`src/rtl/register_rd_buffer_pkg.sv`:
```
// -----------------------------------------------------------------------------
// register_rd_buffer_pkg
// Shared types for the two-entry read-side elastic buffer.
//   state_t : occupancy state of the buffer (EMPTY / ONE / FULL)
// -----------------------------------------------------------------------------
package register_rd_buffer_pkg;

    typedef enum logic [1:0] {
        EMPTY = 2'b00,
        ONE   = 2'b01,
        FULL  = 2'b10
    } state_t;

endpackage : register_rd_buffer_pkg

```
`src/rtl/register_rd_buffer_buf_slot.sv`:
```
// -----------------------------------------------------------------------------
// buf_slot
// One storage slot of the elastic buffer: a DATA_WIDTH register with a load
// enable and a synchronous active-low clear.
// Ports:
//   clk     : rising-edge clock
//   arstn   : synchronous active-low clear (sampled on posedge clk)
//   load_en : capture d on the next rising edge
//   d       : data to capture
//   q       : stored word
// -----------------------------------------------------------------------------
module buf_slot #(
    parameter int DATA_WIDTH = 32
) (
    input  logic                  clk,
    input  logic                  arstn,
    input  logic                  load_en,
    input  logic [DATA_WIDTH-1:0] d,
    output logic [DATA_WIDTH-1:0] q
);

    logic [DATA_WIDTH-1:0] data_r;

    // Slot storage: clear on reset, otherwise load when enabled.
    always_ff @(posedge clk) begin
        if (!arstn) begin
            data_r <= {DATA_WIDTH{1'b0}};
        end else if (load_en) begin
            data_r <= d;
        end else begin
            data_r <= data_r;
        end
    end

    assign q = data_r;

endmodule : buf_slot

```
`src/rtl/register_rd_buffer.sv`:
```
// -----------------------------------------------------------------------------
// register_rd_buffer
// Two-entry elastic buffer between a producer (write side) and a consumer
// (read side). Strict FIFO order; a push into a full buffer is dropped and
// flagged on o_drop for one cycle.
//
// Optional feature macro: REGISTER_RD_BUFFER_BYPASS_EN
//   When defined, a push into an EMPTY buffer is presented on o_read_data /
//   o_valid in the same cycle; if it is also read that cycle it is consumed
//   and the buffer stays EMPTY. o_ready stays purely registered.
//
// Ports:
//   clk          : rising-edge clock
//   arstn        : synchronous active-low reset
//   i_write_en   : producer push request
//   i_write_data : push data
//   o_ready      : buffer can accept a push this cycle
//   i_read_en    : consumer pop request
//   o_valid      : o_read_data holds a valid entry
//   o_read_data  : head entry
//   o_drop       : one-cycle pulse after a push was rejected (buffer full)
// -----------------------------------------------------------------------------
module register_rd_buffer #(
    parameter int DATA_WIDTH = 32
) (
    input  logic                  clk,
    input  logic                  arstn,
    input  logic                  i_write_en,
    input  logic [DATA_WIDTH-1:0] i_write_data,
    output logic                  o_ready,
    input  logic                  i_read_en,
    output logic                  o_valid,
    output logic [DATA_WIDTH-1:0] o_read_data,
    output logic                  o_drop
);

    import register_rd_buffer_pkg::*;

    state_t                state_r;
    state_t                state_next_s;
    logic                  rst_done_r;
    logic                  drop_r;

    logic                  ready_s;
    logic                  valid_s;
    logic                  bypass_s;
    logic                  push_s;
    logic                  pop_s;

    logic                  head_load_s;
    logic                  tail_load_s;
    logic                  head_sel_tail_s;
    logic [DATA_WIDTH-1:0] head_d_s;
    logic [DATA_WIDTH-1:0] head_q_s;
    logic [DATA_WIDTH-1:0] tail_q_s;

    // Handshake decode. rst_done_r keeps o_ready low while reset is held;
    // both terms are registers, so there is no path from i_read_en to o_ready.
    always_comb begin
        ready_s  = rst_done_r & (state_r != FULL);
`ifdef REGISTER_RD_BUFFER_BYPASS_EN
        bypass_s = rst_done_r & (state_r == EMPTY) & i_write_en;
`else
        bypass_s = 1'b0;
`endif
        valid_s  = (state_r != EMPTY) | bypass_s;
        push_s   = i_write_en & ready_s;
        pop_s    = i_read_en & valid_s;
    end

    // Next-state and slot-load decode.
    always_comb begin
        state_next_s    = state_r;
        head_load_s     = 1'b0;
        tail_load_s     = 1'b0;
        head_sel_tail_s = 1'b0;
        case (state_r)
            EMPTY: begin
                if (push_s) begin
                    // Head is written even when a bypassed word is consumed;
                    // o_read_data is don't-care in EMPTY.
                    head_load_s = 1'b1;
                    if (pop_s) begin
                        state_next_s = EMPTY;
                    end else begin
                        state_next_s = ONE;
                    end
                end else begin
                    state_next_s = EMPTY;
                end
            end
            ONE: begin
                if (push_s && pop_s) begin
                    head_load_s  = 1'b1;
                    state_next_s = ONE;
                end else if (push_s) begin
                    tail_load_s  = 1'b1;
                    state_next_s = FULL;
                end else if (pop_s) begin
                    state_next_s = EMPTY;
                end else begin
                    state_next_s = ONE;
                end
            end
            FULL: begin
                if (pop_s) begin
                    head_load_s     = 1'b1;
                    head_sel_tail_s = 1'b1;
                    state_next_s    = ONE;
                end else begin
                    state_next_s = FULL;
                end
            end
            default: begin
                state_next_s = EMPTY;
            end
        endcase
    end

    // Head is refilled either from the input or from the tail slot.
    always_comb begin
        if (head_sel_tail_s) begin
            head_d_s = tail_q_s;
        end else begin
            head_d_s = i_write_data;
        end
    end

    // State, reset-done flag and drop pulse registers.
    always_ff @(posedge clk) begin
        if (!arstn) begin
            state_r    <= EMPTY;
            rst_done_r <= 1'b0;
            drop_r     <= 1'b0;
        end else begin
            state_r    <= state_next_s;
            rst_done_r <= 1'b1;
            drop_r     <= i_write_en & ~ready_s;
        end
    end

    buf_slot #(.DATA_WIDTH(DATA_WIDTH)) u_head (
        .clk     (clk),
        .arstn   (arstn),
        .load_en (head_load_s),
        .d       (head_d_s),
        .q       (head_q_s)
    );

    buf_slot #(.DATA_WIDTH(DATA_WIDTH)) u_tail (
        .clk     (clk),
        .arstn   (arstn),
        .load_en (tail_load_s),
        .d       (i_write_data),
        .q       (tail_q_s)
    );

    assign o_ready     = ready_s;
    assign o_valid     = valid_s;
    assign o_read_data = bypass_s ? i_write_data : head_q_s;
    assign o_drop      = drop_r;

endmodule : register_rd_buffer

```
`config.mk`:
```
export PLATFORM = sky130hd
export DESIGN_NAME = register_rd_buffer
export DESIGN_NICKNAME = d
export VERILOG_FILES = /design/src/rtl/register_rd_buffer_pkg.sv /design/src/rtl/register_rd_buffer_buf_slot.sv /design/src/rtl/register_rd_buffer.sv
export SDC_FILE = /design/constraint.sdc
export NUM_CORES = 1
export LEC_CHECK = 0
export CORE_MARGIN = 10
export CORE_UTILIZATION = 53
export CTS_CLUSTER_DIAMETER = 200
export DETAILED_ROUTE_END_ITERATION = 8
export PLACE_DENSITY = 0.84
export SYNTH_ARGS = -nofsm -noshare
export SYNTH_HDL_FRONTEND = slang
export SYNTH_SLANG_ARGS = --single-unit
```
`constraint.sdc`:
```
create_clock -name clk -period 5.35 [get_ports clk]
set_input_delay 0.535 -clock clk [delete_from_list [all_inputs] [get_ports clk]]
set_output_delay 0.535 -clock clk [all_outputs]
set_load 0.02 [all_outputs]
```
==> metrics.yaml, run 1 <==
final_cell_area_sq_um: 3810
place.gp.congestion: 0.765
design.die.area_sq_um: 9090
cts_made_buffers: 9
slew_viol_final: 0
die_w_microns: 95.3
setup_viol: 0
core_sq_um: 5510
place_hpwl_microns: 5010
antenna_left: 0
finalPower_uw: 1160
h-tree-depth: 3
nets: 437
synth_nets: 395
clock-skew-final_ns: 0.00673
drive_gt1_share_pct: 4.95
grt_pass1_vias: 2693
rsz0062_at_grt: "false"
ff2ff_path_depth: 4
p_clk_share_pct: 37.0
tightestPinTransition_ns: 1.31
slowest_stage: "and3b_1"
finalSetupTns_ns: 0
area_growth_pct: 26.5
io_buffers: 70
worst_slack_ns: 2.66
path_clk_slew_ns: 0.07
die_y_microns: 95.3
ir_worst_vdd_mv: 0.197
synth_seq_cells: 68
start_util_pct: 54.6
pin_count: 71
hold_viol: 0
viasPerCell: 6.00
cts_resized: 0
grt_antenna_before_repair: 0
internal-power_uw: 874
grt_pass1_wl_microns: 13200
critPathLaunchType: "flip-flop"
clock_sinks: 68
clock_latency_ns: 0.34
row_count: 27
min_period_ns: 2.69
cts_hold_buf: 0
p_per_area_nw_per_um2: 305
holdPathStages: 2
antenna_cells: 0
p_sw_share_pct: 24.7
grt_usage_pct: 18.2
totalWireLength_microns: 8190
cts_tree: "yes"
endpoint: "u_head.q[10]"
crit_type: "flip-flop to flip-flop"
cp.arrival_ns: 2.94
maxCapViolCount: 0
place_ws_ns: 2.55
min_path_type: "flip-flop to flip-flop"
finalCritPeriodShare_pct: 50.3
max_stage_delay_ns: 1.08
p_sw_uw: 287
synth.cell_area_sq_um: 3010
rrSetupSlack_ns: 2.66
crit_start: "state_r[1]"
grt_remaining_overflow: 0
drt-initial-drc-count: 317
end_kind: "flip-flop"
syn_area_per_cell_sq_um: 8.40
wl_per_cell_microns: 17.2
cts.path.max_buffers: 2
crit_fanout: 33
post_cts_buffers: 0
synth.distinct_cells: 24
seq_area_frac_synth_pct: 45.3
required_ns: 5.60
seq_power_share_pct: 47.0
dr.pass1.iters: 5
syn_inst: 358
num_vias: 2854
maxClockFrequency_ghz: 0.371
place_area_sq_um: 3600
num-fill-cells: 451
clock-root-buffer: "clkbuf_8"
leakage_uw: 0.00125
rr_endpoint: "u_head.q[10]"
grt_max_degree: 69
pwr-share-comb_pct: 16.0
relSlewSlack_pct: 12.7
outcome: "finished, final reports clean"
drt_drc_violations_left: 0
fin_util_pct: 69.1
path_cells: "buf_4 -> and3b_1 -> a311oi_1 -> nor3_1"
yosys_warnings: 0
r2r-start: "state_r[1]"
[routing by layer]
layer | track usage, % | share of wire, %
met1 | 21.5 | 39
met2 | 30.0 | 48
met3 | 5.97 | 11
met4 | 6.86 | 1.8
met5 | 0 | 0
[sequential cells by signal, indices dropped and copies added (netlist names)]
signal      count
rst_done_r      1
state_r         2
u_head.q       32
o_drop          1
u_tail.q       32
[cells in the final DEF (no fill, tap or decap), types with 3 or more instances in the layout]
master	Yosys	layout
clkbuf_8	0	12
nand2_1	68	68
dfxtp_1	68	68
o21ai_0	33	33
a21boi_0	21	21
a311oi_1	32	32
and2_1	4	4
nor3_1	32	32
a21boi_1	11	11
nor4_1	32	32
nand3b_1	3	3
clkdlybuf4s50_1	0	69
buf_4	1	4
[how the worst min path moves through the flow]
stage                  from           end  slack, ns
3_5_place_dp   u_tail.q[15]  u_tail.q[15]       0.44
3_3_place_gp   u_tail.q[15]  u_tail.q[15]       0.44
4_1_cts        u_tail.q[15]  u_tail.q[15]       0.45
5_1_grt        u_tail.q[23]  u_tail.q[23]       0.47
6_report       u_tail.q[24]  u_tail.q[24]       0.45
2_1_floorplan  u_tail.q[12]  u_tail.q[12]       0.43
[critical path: cells and delay by family, from the launching register on]
kind                   cells  cell delay (ns)
buffers and inverters      1             0.40
AO/OA/AOI/OAI              1             0.18
AND/OR/NAND/NOR            2             1.35
flip-flops                 1             0.64
[Yosys cell counts, drive strengths merged]
master,instances,area (sq um)
ha,1,12.5
or2,1,6.26
and3b,2,17.5
nor2b,1,6.26
inv,1,3.75
nand2,68,255
dfxtp,68,1360
o21ai,33,165
a311oi,32,280
a21boi,32,240
o21a,1,7.51
nor4,32,200
clkbuf,15,56.3
nand2b,2,12.5
nand3b,3,22.5
a21oi,1,5.00
nor3,32,160
buf,28,166
nor2,1,3.75
and2,4,25.0
[stage by stage]
step | hold slack [ns] | instances
global route | 0.475 | 476
finish | 0.451 | 476
floorplan | 0.432 | 358
detailed placement | 0.443 | 461
CTS | 0.453 | 476
global placement | 0.437 | 461
[final cells by class]
type	count	area, sq um	share of cell area (%)
tap	72	90.1	2.37
sequential	68	1360	35.8
clock buffer	14	173	4.54
inverter	1	3.75	0.0986
timing repair buffer	74	726	19.1
multi-input combinational	246	1420	37.4
clock inverter	1	30.0	0.789
[cells by family after synthesis]
logic type,synth area share (%)
and+or+nand+nor,23.6
DFF,45.3
adders and majority gates,0.416
buffers and inverters,7.53
AOI/OAI and AO/OA,23.2
[power by group through the flow]
stage	Combinational, uW	Sequential [uW]	Clock (uW)
6_report	186	546	429
5_1_grt	202	548	453
4_1_cts	186	545	433
3_5_place_dp	185	556	0
3_3_place_gp	183	556	0
2_1_floorplan	79.4	577	0
Power figures use the tool's default switching activity.
==> run 2: changes to the inputs <==
Settings changed: CORE_UTILIZATION 53 to 49, PLACE_DENSITY 0.84 to 0.79.
Clock period 5.35 ns to 2.6 ns, I/O delays scaled along.
==> run 2 against run 1 <==
Compared with the run above: cell area increased by 1.6%; first-iteration DRC count shrank 44%; combinational power increased by 110%; non-clock buffer count is 10 higher; wire length rose by 2.8%; core utilization decreased by 4.2 points; setup slack got worse by 2.1 ns; die area rose by 6.4%; critical endpoint is now o_ready; largest cell class unchanged; largest power group unchanged; highest routed layer unchanged.
==> metrics.yaml, run 2 (synthesized netlist as in run 1, its figures left out) <==
outcome: "finished, final reports clean"
start_util_pct: 50.5
h-tree-depth: 3
io_buffers: 70
seq_area_sq_um: 1360
holdPathStages: 2
dp.cells: 474
crit_fanout: 10
grt_remaining_overflow: 0
layout_commonest_cell: "clkdlybuf4s50_1"
maxCapViolCount: 0
place_hpwl_microns: 5260
drive_gt1_share_pct: 7.00
relSlewSlack_pct: 27.5
finalPower_uw: 2350
cts_made_buffers: 9
clock-skew-final_ns: 0.00747
ir_worst_vdd_mv: 0.386
ff2ff_path_depth: 4
cts.path.max_buffers: 2
grt_usage_pct: 17.5
post_cts_buffers: 0
required_ns: 2.34
antenna_cells: 0
maxClockFrequency_ghz: 0.501
place_ws_ns: 0.588
place.gp.congestion: 0.781
nets: 447
wl_per_cell_microns: 17.2
clock_latency_ns: 0.33
clock_sinks: 68
cts_tree: "yes"
tightestPinTransition_ns: 1.09
pin_count: 71
drt_drc_violations_left: 0
grt_max_degree: 69
path_clk_slew_ns: 0.07
viasPerCell: 5.83
crit_type: "flip-flop to output port"
fin_util_pct: 64.9
antenna_left: 0
row_count: 28
setup_viol: 0
cp.arrival_ns: 1.74
grt_pass1_vias: 2891
min_path_type: "flip-flop to flip-flop"
min_period_ns: 2.00
finalCritPeriodShare_pct: 76.8
critPathLaunchType: "flip-flop"
finalSetupTns_ns: 0
core_sq_um: 5960
area_growth_pct: 28.5
leakage_uw: 0.00129
dr.pass1.iters: 4
cp_num_buf_inv: 1
critPathTopFamily: "buffers and inverters"
totalWireLength_microns: 8420
num_vias: 2851
end_kind: "output port"
slowest_stage: "clkdlybuf4s50_1"
rsz0062_at_grt: "false"
slew_viol_final: 0
num-fill-cells: 523
die_w_microns: 98.4
p_per_area_nw_per_um2: 607
clock-root-buffer: "clkbuf_8"
drt-initial-drc-count: 176
path_cells: "nand2b_1 -> and2_1 -> clkdlybuf4s50_1"
cts_hold_buf: 0
grt_pass1_wl_microns: 14300
hold_viol: 0
max_stage_delay_ns: 0.61
final_cell_mix: "clkdlybuf4s50_1 (69), nand2_1 (68), dfxtp_1 (68), o21ai_0 (33)"
multiInputGateArea_sq_um: 1420
cts_resized: 0
design.die.area_sq_um: 9670
worst-path-stages: 3
die_y_microns: 98.4
grt_antenna_before_repair: 0
layoutNonFillerInstCount: 489
worst_slack_ns: 0.604
run 2: cell count changes in the layout (fill, tap and decap cells not counted), sizes merged:
cell,before,now
clkbuf,14,13
clkinv,0,1
buf,5,15
run 2: tightest hold or removal path, delay by kind of cell (launching register included):
family	cells	cell delay [ns]
flip-flops	1	0.31
AO/OA/AOI/OAI	1	0.05
AND/OR/NAND/NOR	1	0.05
run 2: layout make-up:
class	instances	share of cell area, %
clock buffer	13	3.85
clock inverter	2	0.906
inverter	1	0.0971
multi-input combinational	246	36.8
sequential	68	35.2
tap	75	2.43
timing repair buffer	84	20.7
run 2: path summary, 6_finish.rpt:
path                     start      endpoint  slack [ns]
setup reg to reg    state_r[1]  u_head.q[11]        0.63
setup / recovery    state_r[0]       o_ready        0.60
hold reg to reg   u_tail.q[20]  u_tail.q[20]        0.45
hold / removal    u_tail.q[20]  u_tail.q[20]        0.45
run 2: routing by layer:
metal / share of wire, % / GRT usage [%]
met1: 41 / 20.9
met2: 48 / 29.0
met3: 9.6 / 5.21
met4: 1.2 / 5.84
met5: 0 / 0
run 2: power breakdown:
group | total (uW) | switching, uW | internal, uW
Clock | 833 | 369 | 464
Sequential | 1120 | 28.9 | 1090
Combinational | 390 | 197 | 194
run 2: metrics by stage:
stage	area, sq um	hold WS (ns)
global placement	3680	0.437
CTS	3870	0.451
finish	3870	0.451
global route	3870	0.470
floorplan	3010	0.288
detailed placement	3680	0.442
